**src/rtl/bcd7_pkg.sv**
```systemverilog
// Shared segment patterns and BCD-to-7-segment decode for the scan driver.
// Patterns are active-high, bit order {a,b,c,d,e,f,g}.
package bcd7_pkg;

   localparam logic [6:0] SEG_0    = 7'b1111110;
   localparam logic [6:0] SEG_1    = 7'b0110000;
   localparam logic [6:0] SEG_2    = 7'b1101101;
   localparam logic [6:0] SEG_3    = 7'b1111001;
   localparam logic [6:0] SEG_4    = 7'b0110011;
   localparam logic [6:0] SEG_5    = 7'b1011011;
   localparam logic [6:0] SEG_6    = 7'b1011111;
   localparam logic [6:0] SEG_7    = 7'b1110000;
   localparam logic [6:0] SEG_8    = 7'b1111111;
   localparam logic [6:0] SEG_9    = 7'b1111011;
   localparam logic [6:0] SEG_DASH = 7'b0000001;
   localparam logic [6:0] SEG_OFF  = 7'b0000000;

   // Non-BCD codes 10..15 render as a dash.
   function automatic logic [6:0] bcd7_decode(input logic [3:0] code);
      logic [6:0] pat;
      case (code)
         4'd0:    pat = SEG_0;
         4'd1:    pat = SEG_1;
         4'd2:    pat = SEG_2;
         4'd3:    pat = SEG_3;
         4'd4:    pat = SEG_4;
         4'd5:    pat = SEG_5;
         4'd6:    pat = SEG_6;
         4'd7:    pat = SEG_7;
         4'd8:    pat = SEG_8;
         4'd9:    pat = SEG_9;
         default: pat = SEG_DASH;
      endcase
      return pat;
   endfunction

endpackage

```
**src/rtl/bcd7_decode_lut.sv**
```systemverilog
// Combinational 4-to-7 segment decoder applied to the currently scanned digit.
module bcd7_decode_lut
   import bcd7_pkg::*;
(
   input  logic [3:0] code,
   output logic [6:0] seg
);

   always_comb begin
      seg = bcd7_decode(code);
   end

endmodule

```
**src/rtl/bcd_7seg_scan_driver.sv**
```systemverilog
// Time-multiplexed N-digit BCD display driver with a one-word load buffer that
// commits only on frame boundaries, leading-zero blanking and output polarity.
module bcd_7seg_scan_driver
   import bcd7_pkg::*;
#(
   parameter int unsigned N_DIGITS       = 4,
   parameter int unsigned REFRESH_DIV    = 1000,
   parameter bit          SEG_ACTIVE_LOW = 1'b0,
   parameter bit          DIG_ACTIVE_LOW = 1'b0
) (
   input  logic                    clk,
   input  logic                    rst_n,
   input  logic                    enable,
   input  logic                    blank_lz,
   input  logic                    load_valid,
   output logic                    load_ready,
   input  logic [4*N_DIGITS-1:0]   load_data,
   output logic [6:0]              seg,
   output logic [N_DIGITS-1:0]     dig_en
);

   localparam int unsigned PW = (REFRESH_DIV > 1) ? $clog2(REFRESH_DIV) : 1;
   localparam int unsigned SW = (N_DIGITS > 1) ? $clog2(N_DIGITS) : 1;
   localparam int unsigned DW = 4 * N_DIGITS;

   localparam logic [PW-1:0]       PRESC_LAST = PW'(REFRESH_DIV - 1);
   localparam logic [SW-1:0]       SLOT_LAST  = SW'(N_DIGITS - 1);
   localparam logic [6:0]          SEG_POL    = {7{SEG_ACTIVE_LOW}};
   localparam logic [N_DIGITS-1:0] DIG_POL    = {N_DIGITS{DIG_ACTIVE_LOW}};

   logic [PW-1:0]       presc_q, presc_d;
   logic [SW-1:0]       slot_q, slot_d;
   logic [DW-1:0]       pending_q, pending_d;
   logic                pend_full_q, pend_full_d;
   logic [DW-1:0]       display_q, display_d;
   logic [6:0]          seg_q, seg_d;
   logic [N_DIGITS-1:0] dig_en_q, dig_en_d;

   logic                tick, frame_start, accept, commit;
   logic                zero_run, cur_blank;
   logic [3:0]          cur_code;
   logic [6:0]          cur_seg;
   logic [N_DIGITS-1:0] blank_vec, dig_onehot;

   assign load_ready = !pend_full_q;

   always_comb begin
      tick        = enable && (presc_q == PRESC_LAST);
      frame_start = tick && (slot_q == SLOT_LAST);
      accept      = load_valid && !pend_full_q;
      // When dark there is no frame to tear, so commit as soon as a word waits.
      commit      = pend_full_q && (frame_start || !enable);

      presc_d = presc_q;
      slot_d  = slot_q;
      if (!enable) begin
         presc_d = '0;
         slot_d  = '0;
      end else if (tick) begin
         presc_d = '0;
         slot_d  = (slot_q == SLOT_LAST) ? '0 : slot_q + 1'b1;
      end else begin
         presc_d = presc_q + 1'b1;
      end

      pending_d   = accept ? load_data : pending_q;
      display_d   = commit ? pending_q : display_q;
      pend_full_d = pend_full_q;
      if (accept) begin
         pend_full_d = 1'b1;
      end else if (commit) begin
         pend_full_d = 1'b0;
      end
   end

   always_comb begin
      zero_run  = 1'b1;
      blank_vec = '0;
      for (int i = N_DIGITS - 1; i > 0; i--) begin
         zero_run     = zero_run && (display_q[4*i +: 4] == 4'd0);
         blank_vec[i] = blank_lz && zero_run;
      end

      cur_code   = 4'd0;
      cur_blank  = 1'b0;
      dig_onehot = '0;
      for (int i = 0; i < N_DIGITS; i++) begin
         if (slot_q == SW'(i)) begin
            cur_code      = display_q[4*i +: 4];
            cur_blank     = blank_vec[i];
            dig_onehot[i] = 1'b1;
         end
      end
   end

   bcd7_decode_lut u_decode (
      .code (cur_code),
      .seg  (cur_seg)
   );

   always_comb begin
      seg_d    = ((enable && !cur_blank) ? cur_seg : SEG_OFF) ^ SEG_POL;
      dig_en_d = (enable ? dig_onehot : '0) ^ DIG_POL;
   end

   always_ff @(posedge clk or negedge rst_n) begin
      if (!rst_n) begin
         presc_q     <= '0;
         slot_q      <= '0;
         pending_q   <= '0;
         pend_full_q <= 1'b0;
         display_q   <= '0;
         seg_q       <= SEG_OFF ^ SEG_POL;
         dig_en_q    <= DIG_POL;
      end else begin
         presc_q     <= presc_d;
         slot_q      <= slot_d;
         pending_q   <= pending_d;
         pend_full_q <= pend_full_d;
         display_q   <= display_d;
         seg_q       <= seg_d;
         dig_en_q    <= dig_en_d;
      end
   end

   assign seg    = seg_q;
   assign dig_en = dig_en_q;

endmodule

```
**config.mk**
```make
export PLATFORM = sky130hd
export DESIGN_NAME = bcd_7seg_scan_driver
export DESIGN_NICKNAME = d
export VERILOG_FILES = /design/src/rtl/bcd7_pkg.sv /design/src/rtl/bcd7_decode_lut.sv /design/src/rtl/bcd_7seg_scan_driver.sv
export SDC_FILE = /design/constraint.sdc
export NUM_CORES = 1
export LEC_CHECK = 0
export ABC_CLOCK_PERIOD_IN_PS = 7100
export BUFFER_PORTS_ARGS = -buffer_cell sky130_fd_sc_hd__buf_4
export CAP_MARGIN = 25
export CORE_ASPECT_RATIO = 1.75
export CORE_MARGIN = 5
export CORE_UTILIZATION = 29
export CTS_CLUSTER_SIZE = 20
export DETAILED_ROUTE_END_ITERATION = 6
export SLEW_MARGIN = 0
export SYNTH_ARGS = -nofsm -noshare
export SYNTH_HDL_FRONTEND = slang
export SYNTH_SLANG_ARGS = --single-unit
export TNS_END_PERCENT = 30
```
**constraint.sdc**
```tcl
create_clock -name clk -period 7.1 [get_ports clk]
set_clock_uncertainty 0.2 [all_clocks]
set_input_delay 1.42 -clock clk [delete_from_list [all_inputs] [get_ports clk]]
set_output_delay 1.42 -clock clk [all_outputs]
set_load 0.03 [all_outputs]
```
* Word-level counts from Yosys, hierarchy flattened *
Memories as Yosys holds them, arrays and structs flattened.
Index checks and enable logic that the tools add are counted.
W data, S select, Z words.

storage, ports and cells
  logic and storage cells = 54
  memory bits (read-only) = 112
  bits of input ports = 21
  register bits = 56
  memories kept = 1
  output and inout bits = 12

memory list
  name              words  bits a word  read ports  clocked after memory_dff  wr ports  RTL line        source
  (name not given)  16     7            1           0                         0         bcd7_pkg.sv:21  case (code)

operators by class
  $add $sub $neg = 2
  reductions and logical operators = 19
  eq/ne operators = 5
  multiplexer cells = 20

operator list
  operator                 count
  $mux W10                 2
  $mux W4                  5
  $logic_not A4 Y1         3
  $add A10 B1 Y10 const B  1
  $eq A10 B10 Y1 const B   1
  $logic_and A1 B1 Y1      10
  $mux W1                  9
  $mux W7                  1
  $mux W2                  3
  $eq A2 B2 Y1 const B     2
  $logic_not A1 Y1         3
  $add A2 B1 Y2 const B    1
  $eq A2 B1 Y1 const B     1
  $logic_not A2 Y1         1
  $ne A2 B1 Y1 const B     1
  $reduce_bool A2 Y1       1
  $logic_or A1 B1 Y1       1

* Longest topological paths before layout *
Gate-level depths: netlist of the first run.

  depth after elaboration = 10
  mapped depth = 11

* Modules after synthesis *
Synthesis of the first run repeated with hierarchy kept, for this count alone.

unflattened totals
  cell total of the unflattened synthesis = 228
  area, all modules = 2693.8 sq um

modules (own cells, without submodules)
  module                area each (sq um)  cells each  times used  seq. area each (sq um)
  bcd_7seg_scan_driver  2466.1             199         1           1401.3
  bcd7_decode_lut       227.7              29          1           0.0

* Worst setup path after synthesis of the first run *
Ideal clock, no wire load.

  path type = input-to-reg
  from = in load_valid
  to = reg pending_q[10]
  data arrival time = 2.515 ns
  required time = 6.775 ns
  stages = 4
  slack = 4.260 ns
  cells stage by stage = nor2b_1 -> clkbuf_1 -> clkbuf_1 -> mux2_2

between the ends
  longest elaborated chain between the ends = 1

ends and longest elaborated chain
  item                  RTL line                     source
  from (decl)           bcd_7seg_scan_driver.sv:15   input logic load_valid,
  $logic_and A1 B1 Y1   bcd_7seg_scan_driver.sv:50   accept = load_valid && !pend_full_q;
  to (signal assigned)  bcd_7seg_scan_driver.sv:118  pending_q <= pending_d;
  to (decl)             bcd_7seg_scan_driver.sv:33   logic [DW-1:0] pending_q, pending_d;

Every way passes these cells.
A chain may end at the register's enable or synchronous reset.

* Worst setup path after layout of the first run *
  from = reg slot_q[0]
  to = reg seg_q[0] (netlist: seg[0])

between the ends
  longest elaborated chain between the ends = 7
  elaborated cells between the ends (all ways) = 15
  those cells by class = 3 x eq/ne; 8 x mux; 3 x reduce/logical; 1 x memory

ends and longest elaborated chain
  item                                                          RTL line                                                 source
  from (decl)                                                   bcd_7seg_scan_driver.sv:32                               logic [SW-1:0] slot_q, slot_d;
  from (signal assigned)                                        bcd_7seg_scan_driver.sv:117                              slot_q <= slot_d;
  $logic_not A2 Y1 / $eq A2 B1 Y1 (equally long branches)       bcd_7seg_scan_driver.sv:88                               if (slot_q == SW'(i)) begin
  $mux W4 / $mux W1 (equally long branches) (3 in series)       bcd_7seg_scan_driver.sv:88
  $mux W4 / $logic_not A1 Y1 (equally long branches)            bcd_7seg_scan_driver.sv:88, bcd_7seg_scan_driver.sv:102
  $mem_v2 Z16 W7 / $logic_and A1 B1 Y1 (equally long branches)  -
  $mux W7 *                                                     bcd_7seg_scan_driver.sv:102                              seg_d = ((enable && !cur_blank) ? cur_seg : SEG_OFF) ^ SEG_POL;
  net seg_d[0]                                                  bcd_7seg_scan_driver.sv:36                               logic [6:0] seg_q, seg_d;
  to (signal assigned)                                          bcd_7seg_scan_driver.sv:113                              seg_q <= SEG_OFF ^ SEG_POL;
  to (signal assigned)                                          bcd_7seg_scan_driver.sv:121                              seg_q <= seg_d;
  to (decl)                                                     bcd_7seg_scan_driver.sv:36

Mark *: on every way through the listed nets, which the timed path passes. The rest lies on a longest branch.

==> flow_metrics.py, run 1 <==
metrics = {
    "run_status": {
        "status": "finished, final reports clean",
    },
    "placed_design": {
        "place_congestion": 0.801,
        "dpl.hpwl_um": 3650,
        "io_buffers": 32,
    },
    "job": {
        "cap_violations": 0,
    },
    "sta": {
        "max_slew_margin_pct": 53.8,
        "clock.fmax_mhz": 380,
        "fin_tns_setup_ns": 0,
        "hold_violations": 0,
        "worstMarginPinSlew_ns": 0.693,
        "fin_crit_sh_pct": 37.1,
        "period_needed_ns": 2.63,
        "holdWs_ns": 0.267,
        "finalSetupViolCount": 0,
        "grt_setup_unrepaired": "false",
        "report.final.slew_viol_count": 0,
    },
    "layout": {
        "drive_above_1_share_pct": 33.6,
        "multi_input_area_sq_mm": 0.00110,
        "nNetsFinal": 271,
        "antenna_cells": 0,
        "syn_to_final_growth_pct": 20.0,
        "num-fill-cells": 880,
        "seq_area_sq_mm": 0.00140,
    },
    "grt": {
        "use_met2_pct": 17.5,
        "grt_first_pass_wirelength_um": 8240,
        "grt_max_degree": 57,
        "met1_usage_pct": 10.6,
        "grtUsageTotal_pct": 9.88,
        "met3_usage_pct": 2.40,
        "grt.busiest_layer": "met2",
        "grt_pass1_vias": 1695,
        "grt_overflow": 0,
        "antenna_found_initial": 0,
    },
    "worst_setup_path": {
        "arrival_ns": 2.64,
        "cp_cell_sequence": "ha_1, nand2b_1, o221ai_1, inv_1, ha_1, mux2_2, a21oi_1",
        "crit_family": "compound AO/OA/AOI/OAI gates",
        "slowest_stage": "o221ai_1",
        "crit_top_cell": "ha_1",
        "max_stage_delay_ns": 0.56,
        "cp_max_fo": 9,
        "critPathRequiredTime_ns": 7.11,
        "cp-start-kind": "flop",
        "critPathCaptureType": "flop",
        "crit_type": "flop to flop",
        "critPathBufInv": 1,
    },
    "clock_tree": {
        "cts_htree_levels": 2,
        "cts-root-buf": "clkbuf_16",
        "cts.sinks": 56,
        "cts_made_buffers": 5,
        "cts_tree": "built",
        "hold_buffers": 0,
        "clk_pin_slew_worst_paths_ns": 0.07,
        "clock_path_buffers": 2,
        "clk_latency_ns": 0.29,
        "postCtsSetupRepairBufs": 0,
        "ctsResizeCount": 0,
    },
    "synth": {
        "synth_common_cells": "56 x dfrtp_1, 23 x mux2_2, 14 x nor2_1",
        "yosysMostFrequentCell": "dfrtp_1",
        "synth_top_area_share_pct": 54.4,
        "synth_warnings": 0,
        "synth_xor_area_share_pct": 2.04,
        "syn-num-nets": 236,
        "synthSimpleGateAreaFrac_pct": 11.9,
        "synth_compound_area_share_pct": 7.77,
        "synthFlopType": "dfrtp_1",
        "synthAdderAreaFrac_pct": 4.86,
        "synth.area.mux_share_pct": 16.3,
        "async_reset_ff_share_pct": 100,
        "synth_top_family_by_area": "multiplexers",
        "synth_cells": 205,
        "avgSynthCellArea_sq_um": 12.6,
        "yosysTopAreaCell": "dfrtp_1",
        "ys_ff_latch": 56,
        "yosysUniqueCellTypes": 42,
        "netlist_top_cells_area": "dfrtp_1 54%, mux2_2 10%, mux2_4 5.8%",
        "seq_area_frac_synth_pct": 54.4,
        "synth_area_sq_mm": 0.00258,
        "synth_edf_count": 0,
    },
    "routing": {
        "drc": 0,
        "drtIter0Drc": 72,
        "dr.pass1.iters": 4,
        "dr_total_vias": 1608,
        "post_drt_wl_per_cell_um": 13.4,
        "drt_wl_total_um": 4800,
        "vias_per_cell": 4.49,
        "detail-route-antenna-nets": 0,
    },
    "pwr": {
        "leakage_nw": 1.41,
        "p_per_area_mw_per_mm2": 318,
        "p_clk_share_pct": 27.6,
        "swShare_pct": 29.2,
        "switchingPower_w": 0.000288,
        "combPwrFrac_pct": 27.0,
        "pwr-share-seq_pct": 45.4,
        "ir_drop_mv": 0.152,
        "internal-power_w": 0.000697,
    },
    "floorplanning": {
        "io_pins": 33,
        "rows": 45,
        "die_h_um": 135,
        "dieArea_sq_mm": 0.0109,
        "start_util_pct": 29.7,
        "die_width_um": 81.3,
        "core-area_sq_mm": 0.00867,
    },
    "hold_path": {
        "hold_path_class": "flop to flop",
    },
}
==> per-stage QoR <==
stage          power [W]  setup slack [ns]  util, %  instance area [sq um]  cells
2_1_floorplan   0.000632              4.26        -                   2580    205
3_3_place_gp    0.000716              4.51     33.8                   2930    350
5_1_grt          0.00105              4.29     35.7                   3090    358
4_1_cts         0.000999              4.46     35.7                   3090    358
6_report        0.000984              4.47     35.7                   3090    358
3_5_place_dp    0.000723              4.48     33.8                   2930    350
==> layout make-up <==
type | count | area share (%)
clock buffer | 6 | 4.17
clock inverter | 2 | 1.13
inverter | 8 | 0.971
multi-input combinational | 136 | 35.7
sequential | 56 | 45.3
tap | 117 | 4.73
timing repair buffer | 33 | 8.01
==> worst reg2reg max path: stages, from the launching register on <==
cell and delay (ns):
dfrtp_1 0.42, ha_1 0.31, nand2b_1 0.23, o221ai_1 0.56, inv_1 0.15, ha_1 0.25
mux2_2 0.26, a21oi_1 0.17
==> worst paths after layout <==
| path | cells after the start | from | end | slack (ns) |
|---|---|---|---|---|
| worst max-delay path | 7 | slot_q[0]$_DFFE_PN0P_ | seg[0]$_DFF_PN0_ | 4.47 |
| worst min-delay path | 1 | presc_q[0]$_DFF_PN0_ | presc_q[0]$_DFF_PN0_ | 0.27 |
| worst max register to register | 7 | slot_q[0]$_DFFE_PN0P_ | seg[0]$_DFF_PN0_ | 4.47 |
| worst min register to register | 1 | presc_q[0]$_DFF_PN0_ | presc_q[0]$_DFF_PN0_ | 0.27 |
| max in group asynchronous | 1 | rst_n | display_q[2]$_DFFE_PN0P_ | 5.27 |
| min in group asynchronous | 1 | rst_n | seg[5]$_DFF_PN0_ | 0.97 |
==> sequential cells by signal, indices dropped and copies added (netlist names) <==
name	flops
presc_q	10
seg	7
dig_en	4
slot_q	2
pend_full_q	1
pending_q	16
display_q	16
==> metal layers <==
metal / share of wire [%] / vias to the layer above / routed length [um]
li1: - / 789 / -
met1: 38 / 785 / 1830
met2: 55 / 27 / 2640
met3: 4.1 / 7 / 195
met4: 2.8 / 0 / 132
met5: 0 / - / 0
==> logic make-up after synthesis <==
kind of cell | after synthesis
and+or+nand+nor | 57
DFF | 56
muxes | 34
AOI/OAI and AO/OA | 29
buffers and inverters | 13
adders and majority gates | 10
xor gates and xnor gates | 6
==> power by group through the flow <==
stage,Combinational [W],Sequential [W],Clock (W)
after detailed placement,0.000269,0.000454,0
final,0.000265,0.000447,0.000272
after global placement,0.000261,0.000455,0
after global routing,0.000291,0.000458,0.000297
after floorplan,0.000162,0.000470,0
after CTS,0.000270,0.000448,0.000282
==> layout by cell type (no fill, tap or decap), types with 3 or more instances in the layout <==
cell,synthesis,final
a21oi_1,9,9
and2_1,4,4
buf_4,0,33
clkbuf_16,0,5
dfrtp_1,56,56
ha_1,10,10
inv_1,8,8
mux2_2,23,23
mux2_4,10,10
nand2_1,12,12
nand2b_1,3,3
nand3_1,4,4
nor2_1,14,14
nor4_1,3,3
o21ai_0,5,5
o22ai_1,4,4
or3_1,3,3
xnor2_1,5,5
Note: power is estimated with default switching activity, not from simulation.
==> inputs of run 2 (changes only) <==
ABC_CLOCK_PERIOD_IN_PS = 2700   (was 7100)
clock period = 2.7 ns   (was 7.1 ns; I/O delays follow)
==> flow_metrics.py, run 2 (synthesis gave the netlist of run 1 again) <==
metrics = {
    "worst_setup_path": {
        "slowest_stage": "dfrtp_1",
        "crit_type": "flop to flop",
        "cp-start-kind": "flop",
        "critPathCaptureType": "flop",
        "arrival_ns": 2.43,
        "critPathRequiredTime_ns": 2.68,
        "max_stage_delay_ns": 0.43,
        "cp_cell_sequence": "ha_1, inv_1, o22ai_1, a21oi_1, inv_1, ha_1, nor3_1, a221o_1, a21oi_1",
        "regToRegSetupSlack_ns": 0.25,
        "cp_max_fo": 9,
    },
    "grt": {
        "grt_overflow": 0,
        "grt_first_pass_wirelength_um": 8480,
        "grt_max_degree": 57,
        "grtUsageTotal_pct": 10.1,
        "grt_pass1_vias": 1791,
        "antenna_found_initial": 0,
    },
    "sta": {
        "holdWs_ns": 0.0784,
        "finalSetupViolCount": 0,
        "fin_crit_sh_pct": 90.7,
        "fin_tns_setup_ns": 0,
        "grt_setup_unrepaired": "false",
        "hold_violations": 0,
        "period_needed_ns": 2.45,
        "report.final.slew_viol_count": 0,
        "worstMarginPinSlew_ns": 0.690,
        "max_slew_margin_pct": 54.0,
        "clock.fmax_mhz": 408,
    },
    "routing": {
        "vias_per_cell": 4.63,
        "drc": 0,
        "dr.pass1.iters": 3,
        "drtIter0Drc": 89,
        "detail-route-antenna-nets": 0,
        "drt_wl_total_um": 4920,
        "post_drt_wl_per_cell_um": 13.7,
        "dr_total_vias": 1663,
    },
    "run_status": {
        "status": "finished, final reports clean",
    },
    "layout": {
        "final_cell_mix": "56 x dfrtp_1, 34 x buf_4, 23 x mux2_2",
        "reg_top3": "display_q: 16 flops, pending_q: 16 flops, presc_q: 10 flops",
        "antenna_cells": 0,
        "fin_area_sq_mm": 0.00309,
        "layout.cells.non_filler": 359,
        "nNetsFinal": 272,
        "syn_to_final_growth_pct": 19.8,
        "drive_above_1_share_pct": 33.9,
        "layout_commonest_cell": "dfrtp_1",
        "fin_util_pct": 35.6,
    },
    "clock_tree": {
        "cts_tree": "built",
        "cts_htree_levels": 2,
        "clk_pin_slew_worst_paths_ns": 0.07,
        "ctsResizeCount": 0,
        "hold_buffers": 0,
        "cts-root-buf": "clkbuf_16",
        "cts_made_buffers": 5,
        "postCtsSetupRepairBufs": 0,
        "clk_latency_ns": 0.29,
        "clock_path_buffers": 2,
        "cts.sinks": 56,
    },
    "floorplanning": {
        "die_h_um": 135,
        "start_util_pct": 29.7,
        "die_width_um": 81.3,
        "core-area_sq_mm": 0.00867,
        "rows": 45,
        "io_pins": 33,
        "dieArea_sq_mm": 0.0109,
    },
    "placed_design": {
        "place_congestion": 0.804,
        "io_buffers": 32,
        "placed_cells": 351,
        "place_area_sq_mm": 0.00294,
        "dpl.hpwl_um": 3790,
    },
    "pwr": {
        "leakage_nw": 1.41,
        "ir_drop_mv": 0.386,
        "p_per_area_mw_per_mm2": 824,
    },
    "hold_path": {
        "hold_path_class": "input pin to asynchronous set/reset pin",
    },
    "job": {
        "cap_violations": 0,
    },
}
## run 2: changes by cell type in the layout (fill, tap and decap cells not counted), sizes merged
cell      delta
buf          +1
bufinv       -1
clkbuf       +1
clkinv       -1
clkinvlp     +1
## run 2: critical path, delay by kind of cell, from the launching register on
family                   cells  cell delay [ns]
adder cells (fa/ha/maj)      2             0.53
AND/OR/NAND/NOR              1             0.19
AO/OA/AOI/OAI                4             0.64
flip-flops                   1             0.43
buffers and inverters        2             0.35
## run 2: layer usage
metal  track usage [%]  wire length, um
met5                 0                0
met2              18.0             2750
met3              2.60              208
met4              5.36              157
met1              10.6             1800
## run 2: cell type report
class                           count  area [sq um]
Timing Repair Buffer               34           255
Sequential cell                    56          1400
Multi-Input combinational cell    136          1100
Clock buffer                        7           143
Fill cell                         896          5590
Inverter                            8          30.0
Tap cell                          117           146
Clock inverter                      1          7.51
## run 2: where the power goes
group          internal [W]  switching (W)
clock network      0.000370       0.000283
registers           0.00104       0.000131
logic              0.000360       0.000353
total               0.00177       0.000767
## run 2: path summary, 6_finish.rpt
check,startpoint,end,cells after the start
setup / recovery,slot_q[0]$_DFFE_PN0P_,seg[2]$_DFF_PN0_,9
hold / removal,rst_n,pending_q[10]$_DFFE_PN0P_,1
setup reg to reg,slot_q[0]$_DFFE_PN0P_,seg[2]$_DFF_PN0_,9
hold reg to reg,presc_q[0]$_DFF_PN0_,presc_q[0]$_DFF_PN0_,1
max in group asynchronous,rst_n,seg[1]$_DFF_PN0_,1
min in group clk,presc_q[0]$_DFF_PN0_,presc_q[0]$_DFF_PN0_,1
## run 2: stage by stage
step	worst slack, ns	power [W]
6_report	0.251	0.00254
5_1_grt	0.0819	0.00269
4_1_cts	0.276	0.00257
3_5_place_dp	0.294	0.00191
3_3_place_gp	0.394	0.00190
2_1_floorplan	0.391	0.00166
